$ cat config.mk
export PLATFORM = sky130hd
export DESIGN_NAME = wb_arbiter_flat
export DESIGN_NICKNAME = d
export VERILOG_FILES = /design/src/rtl/wb_arbiter_pkg.sv /design/src/rtl/wb_arbiter_if.sv /design/src/rtl/wb_fifo.sv /design/src/rtl/wb_arbiter.sv /design/src/flat_wrapper.sv
export SDC_FILE = /design/constraint.sdc
export NUM_CORES = 1
export LEC_CHECK = 0
export ABC_AREA = 1
export ABC_CLOCK_PERIOD_IN_PS = 5100
export CORE_MARGIN = 2
export CORE_UTILIZATION = 59
export CTS_CLUSTER_SIZE = 14
export DETAILED_ROUTE_END_ITERATION = 10
export PLACE_DENSITY = 0.93
export RECOVER_POWER = 100
export SYNTH_ARGS = -nofsm -noshare
export SYNTH_HDL_FRONTEND = slang
export SYNTH_SLANG_ARGS = --single-unit
$ cat constraint.sdc
create_clock -name clk -period 5.1 [get_ports clk]
set_input_delay 1.02 -clock clk [delete_from_list [all_inputs] [get_ports clk]]
set_output_delay 1.02 -clock clk [all_outputs]
set_load 0.02 [all_outputs]
$ cat src/rtl/wb_arbiter_pkg.sv
// Shared types and constants for the write-back arbiter slice.
// WB_BYTE_LOAD_EN adds byte/lane fields to the load-queue entry.
package wb_arbiter_pkg;

  localparam int unsigned REG_AW = 3;
  localparam int unsigned DATA_W = 16;
  localparam int unsigned NREG   = 1 << REG_AW;

  typedef struct packed {
    logic [REG_AW-1:0] rd;
`ifdef WB_BYTE_LOAD_EN
    logic              is_byte;
    logic              hi;
`endif
  } ldq_entry_t;

  typedef struct packed {
    logic [REG_AW-1:0] rd;
    logic [DATA_W-1:0] data;
  } hb_entry_t;

  typedef enum logic [1:0] {
    SRC_NONE,
    SRC_LOAD,
    SRC_HB,
    SRC_ALU
  } wb_src_e;

  function automatic logic [DATA_W-1:0] sext_byte(input logic [7:0] b);
    return {{(DATA_W-8){b[7]}}, b};
  endfunction

endpackage

$ cat src/rtl/wb_arbiter_if.sv
// Bus bundle between EX/MEM stages (master) and the write-back arbiter (slave).
// WB_BYTE_LOAD_EN adds the ld_byte/ld_hi signals.
interface wb_arbiter_if;
  import wb_arbiter_pkg::*;

  logic              flush;
  logic              alu_valid;
  logic [REG_AW-1:0] alu_rd;
  logic [DATA_W-1:0] alu_data;
  logic              ld_issue;
  logic [REG_AW-1:0] ld_rd;
`ifdef WB_BYTE_LOAD_EN
  logic              ld_byte;
  logic              ld_hi;
`endif
  logic              mem_rvalid;
  logic [DATA_W-1:0] mem_rdata;
  logic [REG_AW-1:0] WB_addr;
  logic [DATA_W-1:0] WB_data;
  logic              RegWe;
  logic [NREG-1:0]   pending_mask;
  logic              stall;

  modport master (
    output flush, alu_valid, alu_rd, alu_data, ld_issue, ld_rd,
`ifdef WB_BYTE_LOAD_EN
    output ld_byte, ld_hi,
`endif
    output mem_rvalid, mem_rdata,
    input  WB_addr, WB_data, RegWe, pending_mask, stall
  );

  modport slave (
    input  flush, alu_valid, alu_rd, alu_data, ld_issue, ld_rd,
`ifdef WB_BYTE_LOAD_EN
    input  ld_byte, ld_hi,
`endif
    input  mem_rvalid, mem_rdata,
    output WB_addr, WB_data, RegWe, pending_mask, stall
  );

endinterface

$ cat src/rtl/wb_fifo.sv
// Small synchronous FIFO with count, full/empty and a synchronous clear.
// Depth must be a power of two; a push while full is accepted only alongside a pop.
module wb_fifo #(
  parameter int unsigned DEPTH = 2,
  parameter int unsigned W     = 8
) (
  input  logic                     clk,
  input  logic                     rst_n,
  input  logic                     clr,
  input  logic                     push,
  input  logic [W-1:0]             din,
  input  logic                     pop,
  output logic [W-1:0]             dout,
  output logic [$clog2(DEPTH):0]   count,
  output logic                     full,
  output logic                     empty
);

  localparam int unsigned AW = $clog2(DEPTH);

  logic [W-1:0]  mem [DEPTH];
  logic [AW-1:0] wr_ptr;
  logic [AW-1:0] rd_ptr;
  logic          do_push;
  logic          do_pop;

  assign empty   = (count == '0);
  assign full    = (count == (AW+1)'(DEPTH));
  assign do_pop  = pop && !empty;
  assign do_push = push && (!full || do_pop);
  assign dout    = mem[rd_ptr];

  always_ff @(posedge clk or negedge rst_n) begin
    if (!rst_n) begin
      wr_ptr <= '0;
      rd_ptr <= '0;
      count  <= '0;
    end else if (clr) begin
      wr_ptr <= '0;
      rd_ptr <= '0;
      count  <= '0;
    end else begin
      if (do_push) wr_ptr <= wr_ptr + AW'(1);
      if (do_pop)  rd_ptr <= rd_ptr + AW'(1);
      case ({do_push, do_pop})
        2'b10:   count <= count + (AW+1)'(1);
        2'b01:   count <= count - (AW+1)'(1);
        default: count <= count;
      endcase
    end
  end

  always_ff @(posedge clk) begin
    if (do_push) mem[wr_ptr] <= din;
  end

endmodule

$ cat src/rtl/wb_arbiter.sv
// Register-file write-back arbiter: load responses > buffered ALU results > live ALU.
// Build option WB_BYTE_LOAD_EN enables sign-extended byte loads.
module wb_arbiter
  import wb_arbiter_pkg::*;
#(
  parameter int unsigned LDQ_DEPTH = 2,
  parameter int unsigned BUF_DEPTH = 2
) (
  input logic         clk,
  input logic         rst_n,
  wb_arbiter_if.slave bus
);

  localparam int unsigned LCW   = $clog2(LDQ_DEPTH) + 1;
  localparam int unsigned HCW   = $clog2(BUF_DEPTH) + 1;
  localparam int unsigned LDQ_W = $bits(ldq_entry_t);
  localparam int unsigned HB_W  = $bits(hb_entry_t);

  ldq_entry_t        ldq_din;
  ldq_entry_t        ldq_head;
  logic [LCW-1:0]    ldq_count;
  logic              ldq_full;
  logic              ldq_empty;
  logic              ldq_push;
  logic              ldq_pop;

  hb_entry_t         hb_din;
  hb_entry_t         hb_head;
  logic [HCW-1:0]    hb_count;
  logic              hb_full;
  logic              hb_empty;
  logic              hb_push;
  logic              hb_pop;

  logic [LCW-1:0]    drop_cnt;
  logic [LCW-1:0]    rd_cnt      [NREG];
  logic [LCW-1:0]    rd_cnt_next [NREG];

  logic              rsp_hit;
  logic              drop_hit;
  logic              alu_live;
  wb_src_e           src;
  logic [DATA_W-1:0] ld_wdata;

  wb_fifo #(.DEPTH(LDQ_DEPTH), .W(LDQ_W)) u_ldq (
    .clk   (clk),
    .rst_n (rst_n),
    .clr   (bus.flush),
    .push  (ldq_push),
    .din   (ldq_din),
    .pop   (ldq_pop),
    .dout  (ldq_head),
    .count (ldq_count),
    .full  (ldq_full),
    .empty (ldq_empty)
  );

  wb_fifo #(.DEPTH(BUF_DEPTH), .W(HB_W)) u_hb (
    .clk   (clk),
    .rst_n (rst_n),
    .clr   (bus.flush),
    .push  (hb_push),
    .din   (hb_din),
    .pop   (hb_pop),
    .dout  (hb_head),
    .count (hb_count),
    .full  (hb_full),
    .empty (hb_empty)
  );

  assign bus.stall = (hb_count >= HCW'(BUF_DEPTH - 1)) || ldq_full;

  always_comb begin
    ldq_din    = '0;
    ldq_din.rd = bus.ld_rd;
`ifdef WB_BYTE_LOAD_EN
    ldq_din.is_byte = bus.ld_byte;
    ldq_din.hi      = bus.ld_hi;
`endif
    hb_din.rd   = bus.alu_rd;
    hb_din.data = bus.alu_data;
  end

  always_comb begin
    ld_wdata = bus.mem_rdata;
`ifdef WB_BYTE_LOAD_EN
    if (ldq_head.is_byte)
      ld_wdata = sext_byte(ldq_head.hi ? bus.mem_rdata[15:8] : bus.mem_rdata[7:0]);
`endif
  end

  // A flush cycle selects nothing: the live ALU result and any response belong to squashed work.
  always_comb begin
    rsp_hit  = bus.mem_rvalid && (drop_cnt == '0) && !ldq_empty;
    drop_hit = bus.mem_rvalid && (drop_cnt != '0);
    alu_live = bus.alu_valid && (bus.alu_rd != '0);
    src      = SRC_NONE;
    if (!bus.flush) begin
      if (rsp_hit)        src = SRC_LOAD;
      else if (!hb_empty) src = SRC_HB;
      else if (alu_live)  src = SRC_ALU;
    end
    ldq_push = bus.ld_issue && !bus.flush && !ldq_full;
    ldq_pop  = rsp_hit;
    hb_pop   = (src == SRC_HB);
    hb_push  = alu_live && !bus.flush && (src != SRC_ALU) && (!hb_full || hb_pop);
  end

  // Per-register outstanding counts keep a mask bit set while duplicate rd loads remain queued.
  always_comb begin
    for (int unsigned r = 0; r < NREG; r++) begin
      rd_cnt_next[r] = rd_cnt[r];
      if (ldq_push && (ldq_din.rd == REG_AW'(r)))  rd_cnt_next[r] = rd_cnt_next[r] + LCW'(1);
      if (ldq_pop  && (ldq_head.rd == REG_AW'(r))) rd_cnt_next[r] = rd_cnt_next[r] - LCW'(1);
      if (bus.flush) rd_cnt_next[r] = '0;
    end
  end

  always_ff @(posedge clk or negedge rst_n) begin
    if (!rst_n) begin
      for (int unsigned r = 0; r < NREG; r++) rd_cnt[r] <= '0;
      bus.pending_mask <= '0;
      drop_cnt         <= '0;
      bus.WB_addr      <= '0;
      bus.WB_data      <= '0;
      bus.RegWe        <= 1'b0;
    end else begin
      for (int unsigned r = 0; r < NREG; r++) begin
        rd_cnt[r]           <= rd_cnt_next[r];
        bus.pending_mask[r] <= (rd_cnt_next[r] != '0);
      end

      // A response arriving in the flush cycle answers one of the flushed loads.
      if (bus.flush)     drop_cnt <= ldq_count - LCW'(rsp_hit);
      else if (drop_hit) drop_cnt <= drop_cnt - LCW'(1);

      bus.RegWe <= 1'b0;
      case (src)
        SRC_LOAD: begin
          bus.WB_addr <= ldq_head.rd;
          bus.WB_data <= ld_wdata;
          bus.RegWe   <= (ldq_head.rd != '0);
        end
        SRC_HB: begin
          bus.WB_addr <= hb_head.rd;
          bus.WB_data <= hb_head.data;
          bus.RegWe   <= 1'b1;
        end
        SRC_ALU: begin
          bus.WB_addr <= bus.alu_rd;
          bus.WB_data <= bus.alu_data;
          bus.RegWe   <= 1'b1;
        end
        default: ;
      endcase
    end
  end

endmodule

$ cat src/flat_wrapper.sv
// flat-port wrapper written by rule: the top's interface ports become plain ports
module wb_arbiter_flat import wb_arbiter_pkg::*;
#(
  parameter int unsigned LDQ_DEPTH = 2,
  parameter int unsigned BUF_DEPTH = 2
)
  (clk, rst_n, bus_flush, bus_alu_valid, bus_alu_rd, bus_alu_data, bus_ld_issue, bus_ld_rd, bus_mem_rvalid, bus_mem_rdata, bus_WB_addr, bus_WB_data, bus_RegWe, bus_pending_mask, bus_stall);
  wb_arbiter_if bus_i ();
  input logic clk;
  input logic rst_n;
  input wire logic [$bits(bus_i.flush)-1:0] bus_flush;
  input wire logic [$bits(bus_i.alu_valid)-1:0] bus_alu_valid;
  input wire logic [$bits(bus_i.alu_rd)-1:0] bus_alu_rd;
  input wire logic [$bits(bus_i.alu_data)-1:0] bus_alu_data;
  input wire logic [$bits(bus_i.ld_issue)-1:0] bus_ld_issue;
  input wire logic [$bits(bus_i.ld_rd)-1:0] bus_ld_rd;
  input wire logic [$bits(bus_i.mem_rvalid)-1:0] bus_mem_rvalid;
  input wire logic [$bits(bus_i.mem_rdata)-1:0] bus_mem_rdata;
  output wire logic [$bits(bus_i.WB_addr)-1:0] bus_WB_addr;
  output wire logic [$bits(bus_i.WB_data)-1:0] bus_WB_data;
  output wire logic [$bits(bus_i.RegWe)-1:0] bus_RegWe;
  output wire logic [$bits(bus_i.pending_mask)-1:0] bus_pending_mask;
  output wire logic [$bits(bus_i.stall)-1:0] bus_stall;
  assign bus_i.flush = bus_flush;
  assign bus_i.alu_valid = bus_alu_valid;
  assign bus_i.alu_rd = bus_alu_rd;
  assign bus_i.alu_data = bus_alu_data;
  assign bus_i.ld_issue = bus_ld_issue;
  assign bus_i.ld_rd = bus_ld_rd;
  assign bus_i.mem_rvalid = bus_mem_rvalid;
  assign bus_i.mem_rdata = bus_mem_rdata;
  assign bus_WB_addr = bus_i.WB_addr;
  assign bus_WB_data = bus_i.WB_data;
  assign bus_RegWe = bus_i.RegWe;
  assign bus_pending_mask = bus_i.pending_mask;
  assign bus_stall = bus_i.stall;
  wb_arbiter #(.LDQ_DEPTH(LDQ_DEPTH), .BUF_DEPTH(BUF_DEPTH)) u_core (.clk(clk), .rst_n(rst_n), .bus(bus_i));
endmodule
==> metrics.csv, run 1 <==
stage,metric,value,unit
global_routing,grt_max_degree,55,
placement,port_buffers,72,
floorplan,row_count,33,
timing,setup_violations,0,
logic_synthesis,yosysTopAreaCellShare,26.8,%
placement,dp_hpwl,8530,µm
setup_path,rrSetupSlack,1.85,ns
floorplan,start_util,61.0,%
setup_path,path_cells,"dlygate4sd3_1, nand2_1, inv_1, nand2_1, nand3_1, nand2_1, inv_1, or2_2, nand2_1, inv_1",
layout,n_antenna_cell,0,
timing,post-route-period-util,76.3,%
logic_synthesis,synthTopCellsByArea,"dfrtp_1, edfxtp_1, nand2_1",
logic_synthesis,netlist_area,5040,µm²
route,viasPerCell,5.58,
clock_tree,clk_pin_slew,0.10,ns
setup_path,crit_slowest_cell,nand2_1,
setup_path,cp_top_family,simple AND/OR/NAND/NOR gates,
route,wl,12200,µm
floorplan,die_w,96.4,µm
logic_synthesis,ys_seq_elements,98,
timing,maxSlewHeadroom,-98.1,%
setup_path,regToRegEndpoint,u_core.bus.WB_data[8],
route,vias,4478,
clock_tree,cts_tree,built,
global_routing,track_usage,27.7,%
layout,drive_gt1_share,5.16,%
timing,whs,0.481,ns
setup_path,cp.required,5.37,ns
timing,finalMaxSlewViolations,81,
setup_path,crit_fanout,24,
logic_synthesis,yosys.area.top_type,dfrtp_1,
setup_path,cpMostUsedCell,nand2_1,
floorplan,dieArea,9300,µm²
layout,finalInstanceArea,5910,µm²
timing,finalHoldViolCount,0,
worst_hold_path,hold-path-endpoint,u_core.bus.WB_data[6],
route,wl_per_cell,15.2,µm
run_status,violations,"max-capacitance violations, max-slew violations",
power_and_ir_drop,peakVddDrop,0.000195,V
logic_synthesis,yosysSeqAreaShare,53.0,%
logic_synthesis,synth_area_per_cell,8.06,µm²
clock_tree,clkSinkCount,98,
power_and_ir_drop,p_leak,0.00297,µW
logic_synthesis,synth_edf_count,44,
floorplan,io_pins,73,
power_and_ir_drop,p_per_area,389,nW/µm²
placement,placed_cell_area,5780,µm²
logic_synthesis,synth_cells,625,
logic_synthesis,ys_warn_count,0,
setup_path,crit_path_end_kind,flip-flop,
timing,rsz0062_at_grt,no,
timing,post-route-min-period,3.89,ns
route,dr.pass1.iters,5,
logic_synthesis,synth_common_cells,"nand2_1, nand3_1, inv_1",
logic_synthesis,syn-num-nets,673,
route,drc_errors,0,
layout,area_growth,17.3,%
setup_path,critPathMaxStageDelay,0.63,ns
timing,max_freq,0.257,GHz
global_routing,globalRouteOverflowTotal,0,
clock_tree,cts_hold_buf,0,
setup_path,startpoint_type,input pin,
worst_hold_path,hold_path_class,reg2reg,
setup_path,r2r_start,u_core.drop_cnt[0],
route,drtIter0Drc,408,
timing,finClkSkew,0.0136,ns
placement,gp_congestion,0.851,
setup_path,path_class,in2reg,
clock_tree,clk-insertion-delay-late,0.36,ns
logic_synthesis,synthFlopType,dfrtp_1,
layout,fillCellCount,594,
clock_tree,cts_max_level,3,
clock_tree,post_cts_buffers,0,
logic_synthesis,ys_types,29,
timing,worstMarginPinSlew,2.97,ns
setup_path,critPathArrivalTime,4.16,ns
clock_tree,cts_buffers,9,
setup_path,crit_buf_inv,4,
run_status,outcome,"finished, violations left",
worst_hold_path,hold_depth,2,
global_routing,grt_pass1_wl,19700,µm
setup_path,rr_worst_depth,11,
worst_hold_path,hold_path.startpoint,u_core.bus.WB_data[6],
global_routing,first_global_vias,4443,
clock_tree,clockBufferDepth,2,
timing,tns,0,ns
floorplan,fp.dieH,96.4,µm
clock_tree,root_buffer,clkbuf_8,
layout,nNetsFinal,740,
logic_synthesis,synth.most_common_cell,nand2_1,
floorplan,core_area,8260,µm²
run,max_cap_viol_count,2,
route,ant_nets,0,
clock_tree,post_cts_resized,0,
global_routing,antenna_found_initial,0,
logic_synthesis,async_reset_ff_share,55.1,%
-- routing by layer --
layer / GRT usage (%) / routed length, µm / share of wire [%]
met1: 31.9 / 4510 / 37
met2: 49.7 / 6190 / 51
met3: 5.28 / 1060 / 8.7
met4: 12.9 / 422 / 3.5
met5: 0 / 0 / 0
-- worst max-delay path by stage --
stage	startpoint	to	slack, ns	cells after the start
after global routing	bus_flush	u_core.bus.pending_mask[2]	1.00	11
final	bus_mem_rvalid	u_core.bus.WB_data[8]	1.21	10
after global placement	bus_mem_rvalid	u_core.u_hb.mem[1][10]	1.54	7
after CTS	bus_mem_rvalid	u_core.bus.WB_data[8]	1.78	10
after floorplan	bus_flush	u_core.u_hb.mem[1][0]	2.26	6
after detailed placement	bus_mem_rvalid	u_core.u_hb.mem[1][10]	1.47	7
-- sequential cells by signal (all words and copies together) (netlist names) --
name,count
u_core.bus.RegWe,1
u_core.bus.WB_addr,3
u_core.bus.WB_data,16
u_core.bus.pending_mask,8
u_core.drop_cnt,2
u_core.rd_cnt,16
u_core.u_hb.count,2
u_core.u_hb.mem,38
u_core.u_hb.rd_ptr,1
u_core.u_hb.wr_ptr,1
u_core.u_ldq.count,2
u_core.u_ldq.mem,6
u_core.u_ldq.rd_ptr,1
u_core.u_ldq.wr_ptr,1
-- cells in the final DEF (no fill, tap or decap), types with 2 or more instances in the layout --
| master | netlist | layout |
|---|---|---|
| inv_6 | 0 | 2 |
| clkdlybuf4s50_1 | 0 | 18 |
| inv_2 | 3 | 2 |
| o21ai_0 | 19 | 23 |
| a21oi_1 | 6 | 6 |
| nand2_2 | 5 | 4 |
| nand2_1 | 236 | 238 |
| ha_1 | 4 | 4 |
| clkinv_4 | 1 | 2 |
| inv_1 | 72 | 73 |
| edfxtp_1 | 44 | 44 |
| nor2_1 | 46 | 49 |
| mux2i_1 | 7 | 7 |
| clkinv_2 | 0 | 2 |
| dfrtp_1 | 54 | 54 |
| nand3_1 | 83 | 83 |
| nand3_2 | 2 | 2 |
| nor2_2 | 2 | 2 |
| dlygate4sd3_1 | 0 | 53 |
| or2_2 | 7 | 7 |
| o21ai_1 | 7 | 3 |
| clkbuf_8 | 0 | 9 |
-- final cells by class --
cell class                 count  area [µm²]  area share, %
multi-input combinational    434        1920           32.5
clock buffer                   9         124           2.10
inverter                      76         290           4.91
timing repair buffer          73         719           12.2
sequential                    98        2670           45.2
clock inverter                 7        50.0          0.847
tap                          105         131           2.22
-- kinds of logic after synthesis --
family	Yosys count	share of synthesized area (%)
multiplexers	7	1.39
flip-flops	98	53.0
AND/OR/NAND/NOR	386	32.7
adder cells (fa/ha/maj)	4	0.993
buffers and inverters	93	7.99
XOR/XNOR	1	0.174
AO/OA/AOI/OAI	36	3.75
-- power breakdown --
group	internal (µW)	leakage (µW)	total (µW)	switching, µW
sequential	963	0.00110	1050	82.7
clock	181	0.0000903	462	282
combinational	292	0.00179	789	497
-- metrics by stage --
stage | std cells | util, % | power (µW) | setup slack [ns]
after CTS | 802 | 72.2 | 2350 | 1.78
final | 802 | 71.6 | 2300 | 1.21
after detailed placement | 786 | 70.0 | 1890 | 1.47
after global placement | 786 | 70.0 | 1850 | 1.54
after floorplan | 625 | - | 1570 | 2.26
after global routing | 802 | 71.6 | 2430 | 1.00
-- worst register-to-register path, stage by stage (launching register included) --
cell	delay, ns
dfrtp_1	0.33
inv_1	0.05
ha_1	0.20
nand2_1	0.13
inv_1	0.05
nand2_1	0.63
nand3_1	0.15
nand2_1	0.60
inv_1	0.48
or2_2	0.42
nand2_1	0.08
inv_1	0.04
Power figures use the tool's default switching activity.
==> run 2: changes to the inputs <==
ABC_CLOCK_PERIOD_IN_PS = 4000   (was 5100)
CORE_UTILIZATION = 55   (was 59)
PLACE_DENSITY = 0.88   (was 0.93)
clock period = 4 ns   (was 5.1 ns; I/O delays follow)
==> run 2 against run 1 <==
The run still ends with max-capacitance violations, max-slew violations left. Cell area increased by 1.1%. Wire length is 6.1% lower. Combinational power rose by 27%. Hold slack improved by 0.0033 ns. Clock skew is 0.0062 ns lower. Critical path depth did not move. Critical endpoint is now u_core.bus.WB_data[4]. Largest cell class unchanged. Largest power group unchanged.
==> metrics.csv, run 2 (same netlist as run 1, synthesis figures left out) <==
stage,metric,value,unit,change
route,drc_errors,0,,unchanged
setup_path,crit_path_end_kind,flip-flop,,unchanged
global_routing,grt_max_degree,29,,was 55
power_and_ir_drop,p_comb_share,33.6,%,was 34.4%
timing,rsz0062_at_grt,no,,unchanged
timing,fin_ws,0.686,ns,was 1.21 ns
clock_tree,cts_buffers,9,,unchanged
global_routing,use_met2,41.4,%,was 49.7%
setup_path,critPathMaxStageDelay,0.65,ns,was 0.63 ns
global_routing,busiest_layer,met2,,unchanged
floorplan,row_count,34,,was 33
power_and_ir_drop,p_sw,1090,µW,was 862 µW
layout,nNetsFinal,742,,was 740
floorplan,fp.dieH,99.7,µm,was 96.4 µm
timing,max_freq,0.302,GHz,
power_and_ir_drop,p_leak,0.00300,µW,was 0.00297 µW
run_status,violations,"max-capacitance violations, max-slew violations",,unchanged
route,wl_per_cell,14.2,µm,was 15.2 µm
timing,finalMaxSlewViolations,29,,was 81
route,dr.pass1.iters,4,,was 5
route,vias,4287,,"was 4,478"
setup_path,crit_fanout,24,,unchanged
layout,largest_reg_flops,38,,unchanged
layout,regMostFlops,u_core.u_hb.mem,,unchanged
clock_tree,cts_max_level,3,,unchanged
route,drtIter0Drc,340,,was 408
timing,finClkSkew,0.00733,ns,was 0.0136 ns
timing,post-route-period-util,82.9,%,
worst_hold_path,hold_path_class,reg2reg,,unchanged
floorplan,start_util,57.2,%,was 61.0%
clock_tree,clkSinkCount,98,,unchanged
setup_path,critPathArrivalTime,3.58,ns,was 4.16 ns
layout,drive_gt1_share,5.29,%,was 5.16%
timing,worstMarginPinSlew,1.66,ns,was 2.97 ns
clock_tree,clk-insertion-delay-late,0.37,ns,was 0.36 ns
global_routing,first_global_vias,4230,,"was 4,443"
route,viasPerCell,5.31,,was 5.58
setup_path,cp.required,4.27,ns,was 5.37 ns
route,ant_nets,0,,unchanged
power_and_ir_drop,intPower,1900,µW,was 1440 µW
power_and_ir_drop,p_per_area,501,nW/µm²,was 389 nW/µm²
placement,gp_congestion,0.820,,was 0.851
global_routing,grt_pass1_wl,18600,µm,"was 19,700 µm"
global_routing,globalRouteOverflowTotal,0,,unchanged
floorplan,io_pins,73,,unchanged
placement,dp_hpwl,7990,µm,was 8530 µm
clock_tree,clk_pin_slew,0.09,ns,was 0.10 ns
global_routing,track_usage,23.6,%,was 27.7%
clock_tree,cts_tree,built,,unchanged
setup_path,crit_slowest_cell,nand2_1,,unchanged
layout,top_regs,"u_core.u_hb.mem x38, u_core.bus.WB_data x16, u_core.rd_cnt x16",,unchanged
route,wl,11400,µm,"was 12,200 µm"
run,max_cap_viol_count,1,,was 2
run_status,outcome,"finished, violations left",,unchanged
layout,final_cell_mix,"nand2_1, nand3_1, inv_1",,unchanged
timing,finalHoldViolCount,0,,unchanged
global_routing,grt_use_met3,4.71,%,was 5.28%
floorplan,dieArea,9950,µm²,was 9300 µm²
setup_path,cp_top_family,simple AND/OR/NAND/NOR gates,,unchanged
floorplan,core_area,8810,µm²,was 8260 µm²
power_and_ir_drop,p_total,2990,µW,was 2300 µW
setup_path,path_cells,"dlygate4sd3_1, nand2_1, inv_1, nand2_1, nand3_1, nand2_1, inv_1, or2_2, nand2_1, inv_1",,unchanged
timing,tns,0,ns,unchanged
clock_tree,root_buffer,clkbuf_8,,unchanged
setup_path,cpMostUsedCell,nand2_1,,unchanged
global_routing,antenna_found_initial,0,,unchanged
layout,final_util,67.9,%,was 71.6%
clock_tree,post_cts_resized,0,,unchanged
timing,post-route-min-period,3.31,ns,
clock_tree,clockBufferDepth,2,,unchanged
setup_path,startpoint_type,input pin,,unchanged
layout,layout_commonest_cell,nand2_1,,unchanged
power_and_ir_drop,p_clk_share,22.1,%,was 20.1%
power_and_ir_drop,peakVddDrop,0.000259,V,was 0.000195 V
floorplan,die_w,99.7,µm,was 96.4 µm
timing,setup_violations,0,,unchanged
placement,port_buffers,72,,unchanged
timing,maxSlewHeadroom,-10.4,%,was -98.1%
setup_path,path_class,in2reg,,unchanged
clock_tree,post_cts_buffers,0,,unchanged
clock_tree,cts_hold_buf,0,,unchanged
setup_path,crit_buf_inv,4,,unchanged
global_routing,grt_use_met1,28.4,%,was 31.9%
power_and_ir_drop,p_sw_share,36.4,%,was 37.5%
placement,pre_cts_slack,0.711,ns,was 1.47 ns
layout,n_antenna_cell,0,,unchanged
power_and_ir_drop,pwr-share-seq,44.3,%,was 45.5%
layout,area_growth,18.6,%,was 17.3%
run 2: changes by cell type in the layout (fill, tap and decap cells not counted), moves of 2 or more:
cell / before / now
buf_4: 0 / 2
clkbuf_1: 1 / 3
inv_6: 2 / 0
inv_8: 0 / 2
nor2_1: 49 / 47
run 2: tightest hold or removal path, delay by kind of cell, from the launching register on:
kind	cells	cell delay (ns)
DFF	1	0.35
and+or+nand+nor	2	0.11
run 2: per-layer routing:
metal	share of wire [%]	wire [µm]
met1	41	4660
met2	51	5800
met3	5.9	670
met4	2.7	309
met5	0	0
run 2: metrics by stage:
| stage | area (µm²) | hold WS [ns] | std cells |
|---|---|---|---|
| floorplan | 5040 | 0.458 | 625 |
| detailed placement | 5800 | 0.471 | 791 |
| global placement | 5800 | 0.462 | 791 |
| finish | 5980 | 0.484 | 807 |
| global route | 5980 | 0.506 | 807 |
| CTS | 6010 | 0.443 | 807 |
run 2: power by group through the flow:
stage | logic, µW | registers (µW) | clock network (µW)
global placement | 1010 | 1340 | 0
floorplan | 557 | 1440 | 0
finish | 1000 | 1330 | 662
global route | 1110 | 1350 | 706
CTS | 1060 | 1330 | 671
detailed placement | 1050 | 1350 | 0
run 2: area by class of cell:
class	count	area [µm²]
sequential	98	2670
inverter	76	290
tap	108	135
multi-input combinational	434	1940
fill	661	2830
timing repair buffer	75	733
clock buffer	10	128
clock inverter	6	75.1
run 2: final timing paths:
kind | startpoint | end | slack [ns] | cells past startpoint
setup / recovery | bus_mem_rvalid | u_core.bus.WB_data[4] | 0.69 | 10
hold / removal | u_core.bus.WB_data[3] | u_core.bus.WB_data[3] | 0.48 | 2
setup reg to reg | u_core.drop_cnt[0] | u_core.bus.WB_data[4] | 1.06 | 11
hold reg to reg | u_core.bus.WB_data[3] | u_core.bus.WB_data[3] | 0.48 | 2
max in group asynchronous | rst_n | u_core.bus.WB_data[4] | 1.05 | 2
min in group asynchronous | rst_n | u_core.bus.pending_mask[5] | 0.76 | 1
==> run 3: changes to the inputs <==
ABC_CLOCK_PERIOD_IN_PS = 3000   (was 4000)
CORE_UTILIZATION = 49   (was 55)
PLACE_DENSITY = 0.83   (was 0.88)
clock period = 3 ns   (was 4 ns; I/O delays follow)
==> run 3 against run 2 <==
The flow now finishes without violations. Sequential power grew 31%. Total power grew 35%. Die area increased by 12%. Clock skew increased by 0.0033 ns. Via count grew 2.7%. Global-route usage decreased by 1.4 points. Setup slack worse by 0.29 ns. Combinational power grew 38%. Count of clock-buffer cells in the layout unchanged. Utilization shrank 8.2 points.
==> metrics.csv, run 3 (same netlist as run 1, synthesis figures left out) <==
stage,metric,value,unit,change
route,met1_length,4690,µm,was 4660 µm
timing,worstMarginPinSlew,1.04,ns,was 1.66 ns
clock_tree,post_cts_buffers,0,,unchanged
setup_path,crit_path_end_kind,primary output,,was flip-flop
layout,top_regs,"u_core.u_hb.mem x38, u_core.bus.WB_data x16, u_core.rd_cnt x16",,unchanged
layout,nNetsFinal,747,,was 742
layout,largest_reg_flops,38,,unchanged
power_and_ir_drop,p_clk_share,22.9,%,was 22.1%
clock_tree,root_buffer,clkbuf_8,,unchanged
clock_tree,clockBufferDepth,2,,unchanged
route,highest_layer,met4,,unchanged
timing,rsz0062_at_grt,no,,unchanged
global_routing,grt_max_degree,40,,was 29
timing,maxSlewHeadroom,30.7,%,was -10.4%
power_and_ir_drop,p_sw,1470,µW,was 1090 µW
placement,dp_hpwl,8140,µm,was 7990 µm
layout,stdcell_count,840,,was 807
timing,finalHoldViolCount,0,,unchanged
clock_tree,clk_pin_slew,0.10,ns,was 0.09 ns
setup_path,regToRegEndpoint,u_core.u_hb.mem[1][16],,was u_core.bus.WB_data[4]
clock_tree,post_cts_resized,0,,unchanged
layout,regMostFlops,u_core.u_hb.mem,,unchanged
timing,finalMaxSlewViolations,0,,was 29
route,ant_nets,0,,unchanged
setup_path,startpoint_type,flip-flop,,was input pin
route,wl,11700,µm,"was 11,400 µm"
route,drtIter0Drc,272,,was 340
timing,finClkSkew,0.0106,ns,was 0.00733 ns
setup_path,cp.required,2.40,ns,was 4.27 ns
layout,n_antenna_cell,0,,unchanged
setup_path,path_class,reg2out,,was in2reg
timing,tns,0,ns,unchanged
power_and_ir_drop,p_comb_share,34.0,%,was 33.6%
layout,final_cell_mix,"nand2_1, nand3_1, inv_1",,unchanged
placement,port_buffers,72,,unchanged
timing,post-route-min-period,2.60,ns,
power_and_ir_drop,pwr-share-seq,43.1,%,was 44.3%
floorplan,io_pins,73,,unchanged
global_routing,first_global_vias,4383,,"was 4,230"
power_and_ir_drop,p_leak,0.00302,µW,was 0.00300 µW
clock_tree,cts_buffers,9,,unchanged
power_and_ir_drop,p_sw_share,36.4,%,about the same
power_and_ir_drop,intPower,2580,µW,was 1900 µW
global_routing,grt_pass1_wl,19600,µm,"was 18,600 µm"
power_and_ir_drop,peakVddDrop,0.000362,V,was 0.000259 V
setup_path,crit_fanout,6,,was 24
run,max_cap_viol_count,0,,was 1
route,wl_per_cell,13.9,µm,was 14.2 µm
timing,whs,0.279,ns,was 0.484 ns
timing,setup_violations,0,,unchanged
setup_path,rrSetupSlack,0.64,ns,was 1.06 ns
clock_tree,cts_max_level,3,,unchanged
floorplan,row_count,37,,was 34
setup_path,rr_worst_depth,10,,was 11
timing,max_freq,0.384,GHz,
setup_path,critPathArrivalTime,2.00,ns,was 3.58 ns
route,vias,4402,,"was 4,287"
global_routing,antenna_found_initial,0,,unchanged
worst_hold_path,hold_path_class,in2async,,was reg2reg
clock_tree,clkSinkCount,98,,unchanged
route,met2_length,6000,µm,was 5800 µm
global_routing,globalRouteOverflowTotal,0,,unchanged
route,drc_errors,0,,unchanged
global_routing,track_usage,22.2,%,was 23.6%
route,wl_met3,750,µm,was 670 µm
power_and_ir_drop,p_per_area,669,nW/µm²,was 501 nW/µm²
layout,drive_gt1_share,6.11,%,was 5.29%
layout,area_growth,20.1,%,was 18.6%
floorplan,die_w,105,µm,was 99.7 µm
setup_path,r2r_start,u_core.drop_cnt[0],,unchanged
run_status,outcome,finished clean,,"was finished, violations left"
clock_tree,cts_hold_buf,0,,unchanged
clock_tree,clk-insertion-delay-late,0.38,ns,was 0.37 ns
route,dr.pass1.iters,5,,was 4
placement,placed_cell_area,5880,µm²,was 5800 µm²
placement,gp_congestion,0.841,,was 0.820
placement,dpl.cell_count,824,,was 791
power_and_ir_drop,p_total,4050,µW,was 2990 µW
floorplan,dieArea,11100,µm²,was 9950 µm²
clock_tree,cts_tree,built,,unchanged
floorplan,start_util,49.7,%,was 57.2%
layout,finalInstanceArea,6050,µm²,was 5980 µm²
floorplan,fp.dieH,105,µm,was 99.7 µm
route,viasPerCell,5.24,,was 5.31
floorplan,core_area,10100,µm²,was 8810 µm²
layout,layout_commonest_cell,nand2_1,,unchanged
timing,post-route-period-util,86.7,%,
run 3: per-layer routing:
layer / GRT usage, % / vias up
li1: - / 2133
met1: 25.5 / 2082
met2: 40.5 / 164
met3: 4.89 / 23
met4: 8.00 / 0
met5: 0 / -
run 3: final cells by class:
type / instances / area, µm²
clock inverters: 6 / 82.6
fillers: 870 / 4090
multi-input cells: 434 / 1940
well taps: 136 / 170
inverters: 76 / 290
repair buffers: 80 / 763
flip-flops and latches: 98 / 2670
clock buffers: 10 / 138
run 3: critical path, stage by stage (launching register included):
cell	delay, ns
dfrtp_1	0.42
inv_1	0.09
ha_1	0.32
nand2_1	0.14
dlygate4sd3_1	0.66
run 3: worst max-delay path by stage:
stage,endpoint,startpoint,slack (ns),cells past startpoint
2_1_floorplan,u_core.u_hb.mem[1][0],bus_flush,0.58,6
3_3_place_gp,u_core.bus.WB_data[13],bus_flush,0.41,8
3_5_place_dp,u_core.bus.WB_data[13],bus_flush,0.30,8
4_1_cts,bus_stall,u_core.u_hb.count[0],0.51,4
5_1_grt,u_core.u_hb.mem[1][16],bus_flush,0.30,7
6_report,bus_stall,u_core.u_hb.count[0],0.40,4
run 3: power by group through the flow:
stage | combinational (µW) | sequential (µW) | clock [µW]
final | 1380 | 1740 | 927
after global routing | 1520 | 1770 | 1010
after floorplan | 742 | 1920 | 0
after detailed placement | 1440 | 1780 | 0
after CTS | 1460 | 1750 | 941
after global placement | 1400 | 1770 | 0
run 3: metrics by stage:
step | utilization (%) | setup slack [ns]
after floorplan | - | 0.575
after global placement | 58.0 | 0.413
after detailed placement | 58.0 | 0.305
after CTS | 60.1 | 0.507
after global routing | 59.7 | 0.301
final | 59.7 | 0.398
==> variant 1: new RTL, config.mk and constraints of run 3 <==
Reset style: synchronous (`rst_n`), changed in 2 clocked blocks.
--- a/src/rtl/wb_fifo.sv
+++ b/src/rtl/wb_fifo.sv
@@ -32,3 +32,3 @@
 
-  always_ff @(posedge clk or negedge rst_n) begin
+  always_ff @(posedge clk) begin
     if (!rst_n) begin
--- a/src/rtl/wb_arbiter.sv
+++ b/src/rtl/wb_arbiter.sv
@@ -118,3 +118,3 @@
 
-  always_ff @(posedge clk or negedge rst_n) begin
+  always_ff @(posedge clk) begin
     if (!rst_n) begin
Function: differs if rst_n is asserted again (counterexample within 4 cycles, from zero or initial values and one cycle with rst_n low); with rst_n held inactive, the same outputs for 4 cycles.
==> variant 1 against run 3 <==
- non-clock buffer count is 1 lower
- synthesized cell count down 5.0%
- fmax increased by 1.7%
- register-to-register slack gained 0.23 ns
- synthesized area is 4.4% lower
- sequential cell count rose by 2
- cell area shrank 3.9%
- setup slack better by 0.042 ns
- sequential share of layout area shrank 2.2 points
- routed wire length down 7.5%
- core utilization up 0.63 points
- critical path type is now primary input to flop
- largest cell class unchanged
Power is not compared: it rests on default switching activity, and its combinational part moved more than twofold at a synthesized area within 25%.
==> variant 1: results (changes against run 3) <==
| Metric | Value | Change |
|:---|:---|:---|
| Part of the Yosys area used for sequential elements | 0.507 | -0.0234 |
| Placed insts | 793 | -3.8% |
| Number of DRC markers in iteration 0 | 159 | -42% |
| Share of synthesized area spent on multiplexers | 0.0153 | +0.00142 |
| Fillcell total | 864 | -0.69% |
| Relative max-transition margin | 0.414 | +0.107 |
| Met3 layer usage reported by global route | 0.0481 | -0.000720 |
| Gp weighted congestion | 0.775 | -7.9% |
| Post-synth ARST share | 0 | -0.551 |
| Fraction of layout instances using a drive strength above 1 | 0.0680 | +0.00697 |
| Number of clock buffers inserted by TritonCTS | 9 | unchanged |
| Synthesized net count | 644 | -4.3% |
| Result of the run | finished clean |  |
| Combined flip-flop and latch cell area | 2440 um2 | -8.6% |
| Arrival time at the worst endpoint | 2.87 ns | +0.87 ns |
| Clock skew after layout | 0.0108 ns | +0.000228 ns |
| Synth area leaders | sky130_fd_sc_hd__edfxtp_1 (27%), sky130_fd_sc_hd__dfxtp_1 (23%), sky130_fd_sc_hd__nand2_1 (13%) |  |
| CP Max Fanout | 7 | +1 |
| Number of iterations in the first detailed-routing pass | 4 | -1 |
| Most used flip-flop cell after synthesis | sky130_fd_sc_hd__dfxtp_1 |  |
| Clock buffers | 10 | unchanged |
| Routed vias/inst | 5.10 | -2.7% |
| Met2 demand-to-capacity share in global routing | 0.413 | +0.00848 |
| Hold crit path type | flop to flop |  |
| DRT met1 WL | 4.10 mm | -13% |
| Total placed instance area | 5670 um2 | -3.6% |
| Post-CTS clock slew at the launch and capture registers of the worst setup and hold paths | 0.09 ns |  |
| Global-route wire length before repair | 17.6 mm | -10% |
| Post-layout net count | 721 | -3.5% |
| WL met2 | 5.79 mm | -3.6% |
| Routing usage on met1 | 0.225 | -0.0302 |
| Detailed-routed wire length on met3 | 776 um | +3.5% |
| Sequential portion of the cell area | 0.420 | -0.0215 |
| Number of ordinary and repair buffers in the finished layout | 79 | -1.3% |
| Number of flip-flops and latches | 100 | +2.0% |
| Most common library cells after synthesis | sky130_fd_sc_hd__nand2_1 (169), sky130_fd_sc_hd__inv_1 (77), sky130_fd_sc_hd__dfxtp_1 (56) |  |
| Multi-In Gates | 398 | -8.3% |
| Complex-gate fraction of the synthesized area | 0.108 | +0.0700 |
| Dpl hpwl | 7.94 mm | -2.5% |
| Post-Synth Adder-Cell Area | 0.0156 | +0.00565 |
| Largest net degree at the start of global routing | 27 | -33% |
| Relative area of non-clock buffer cells in the final design | 0.133 | +0.00644 |
| Synth Area per Inst | 8.11 um2 | +0.60% |
| Global-route usage over all layers | 0.213 | -0.00933 |
| Xor-xnor portion of the synthesized cell area | 0.00545 | +0.00372 |
| Cell variety after synth | 36 | +24% |
| Vias post-DR | 4125 | -6.3% |
| Clk cell area share | 0.0316 | -0.00475 |
| Inverters, non-clock | 83 | +9.2% |
| DR WL/cell | 13.4 um | -3.9% |
| Delay contributed by the slowest stage of the critical path | 0.62 ns | -0.04 ns |
| Cells on worst reg2reg path | 12 | +2 |
| Area of the multi-input gates | 1940 um2 | +0.13% |
## variant 1: through the flow
stage / util / power (mW) / setup WS (ns)
after floorplan: - / 1.77 / 0.590
after global placement: 0.588 / 1.93 / 0.568
after detailed placement: 0.588 / 1.95 / 0.465
after CTS: 0.607 / 2.74 / 0.617
after global routing: 0.603 / 2.81 / 0.290
final: 0.603 / 2.70 / 0.440
## variant 1: final timing paths
kind                               end           startpoint  slack (ns)
setup / recovery  u_core.u_hb.count[1]            bus_flush        0.44
hold reg to reg                   flop  u_core.u_ldq.rd_ptr        0.47
hold / removal                    flop  u_core.u_ldq.rd_ptr        0.47
setup reg to reg  u_core.u_hb.count[1]   u_core.drop_cnt[0]        0.87
## variant 1: power breakdown
group | switching (mW) | leakage (nW) | internal (mW) | total, mW
Clock | 0.484 | 0.0913 | 0.321 | 0.805
Combinational | 0.236 | 1.73 | 0.157 | 0.393
Sequential | 0.0249 | 0.858 | 1.48 | 1.50
==> variant 2: new RTL, flow settings as in run 3 <==
Made on the original files. `DATA_W`: 16 -> 32.
--- a/src/rtl/wb_arbiter_pkg.sv
+++ b/src/rtl/wb_arbiter_pkg.sv
@@ -5,3 +5,3 @@
   localparam int unsigned REG_AW = 3;
-  localparam int unsigned DATA_W = 16;
+  localparam int unsigned DATA_W = 32;
   localparam int unsigned NREG   = 1 << REG_AW;
Ports: changed (resized bus_WB_data, bus_alu_data and bus_mem_rdata); port bits go from 73 to 121. The function was not compared with the original's and may differ.
==> variant 2 against run 3 <==
- the flow now finishes with violations (capacitance limit, slew limit)
- largest cell class unchanged
- clock power up 140%
- sequential cell count up 48
- cell area rose by 48%
- total power is 76% higher
- routed wire length is 37% higher
- via count increased by 32%
- critical path depth is the same
- setup slack improved by 0.036 ns
- synthesized area up 39%
- global-route usage is 0.36 points higher
==> variant 2: results (changes against run 3) <==
| Metric | Value | Change |
|:---|:---|:---|
| End of the worst register-to-register path | u_core.u_hb.mem[0][26] |  |
| Placement-stage worst setup slack | 0.297 ns | -0.00758 ns |
| Final Max Tran Viols | 71 | +71 |
| WL met2 | 7.82 mm | +30% |
| Total placed instance area | 8360 um2 | +42% |
| Violated checks | capacitance limit, slew limit |  |
| Number of iterations in the first detailed-routing pass | 7 | +2 |
| Result of the run | finished, violations left |  |
| Fraction of layout instances using a drive strength above 1 | 0.0583 | -0.00280 |
| Count of max-cap constraint violations | 1 | +1 |
| Post-CTS clock slew at the launch and capture registers of the worst setup and hold paths | 0.06 ns | -0.04 ns |
| Antenna violations before repair | 1 | +1 |
| Fraction of standard cell area in multi-input logic | 0.279 | -0.0405 |
| Largest registers | u_core.u_hb.mem x70, u_core.bus.WB_data x32, u_core.rd_cnt x16 |  |
| Hold crit path type | flop to flop |  |
| Skew-Pair Late Insertion Delay | 0.42 ns | +0.04 ns |
| Relative area of non-clock buffer cells in the final design | 0.144 | +0.0178 |
| Multi-In Gates | 598 | +38% |
| Post-Syn Area | 6990 um2 | +39% |
| Clock skew after layout | 0.00692 ns | -0.00370 ns |
| Library cell used as clock root buffer | sky130_fd_sc_hd__clkbuf_16 |  |
| DRT met1 WL | 6.92 mm | +48% |
| Synthesized net count | 920 | +37% |
| Part of the Yosys area used for sequential elements | 0.577 | +0.0472 |
| Via count of the first global-routing pass | 5543 | +26% |
| Sequential portion of the cell area | 0.451 | +0.00985 |
| Global-route wire length before repair | 26.3 mm | +34% |
| Minimum hold slack | 0.474 ns | +0.195 ns |
==> variant 2: changes by cell type in the layout (fill, tap and decap cells not counted), sizes merged, moves of 16 or more <==
cell,run 3,this run
dfrtp,54,70
nor2,52,35
edfxtp,44,76
clkdlybuf4s50,18,35
nand2,242,434
dlygate4sd3,53,84
==> variant 2: cell families (layout without fill, tap and decap cells) <==
| logic type | count (synthesis) | after routing | share of synthesized area |
|---|---|---|---|
| AOI/OAI and AO/OA | 34 | 34 | 0.0260 |
| xor gates and xnor gates | 2 | 2 | 0.00251 |
| adders and majority gates | 4 | 4 | 0.00716 |
| buffers and inverters | 96 | 234 | 0.0596 |
| DFF | 146 | 146 | 0.577 |
| other | 0 | 1 | 0 |
| and+or+nand+nor | 558 | 558 | 0.327 |
==> variant 2: power by group through the flow <==
stage	clock, mW	sequential, mW	combinational [mW]
after floorplan	0	3.02	1.10
after CTS	2.27	2.72	2.34
final	2.24	2.70	2.18
after global placement	0	2.74	2.28
after detailed placement	0	2.75	2.33
after global routing	2.35	2.75	2.44
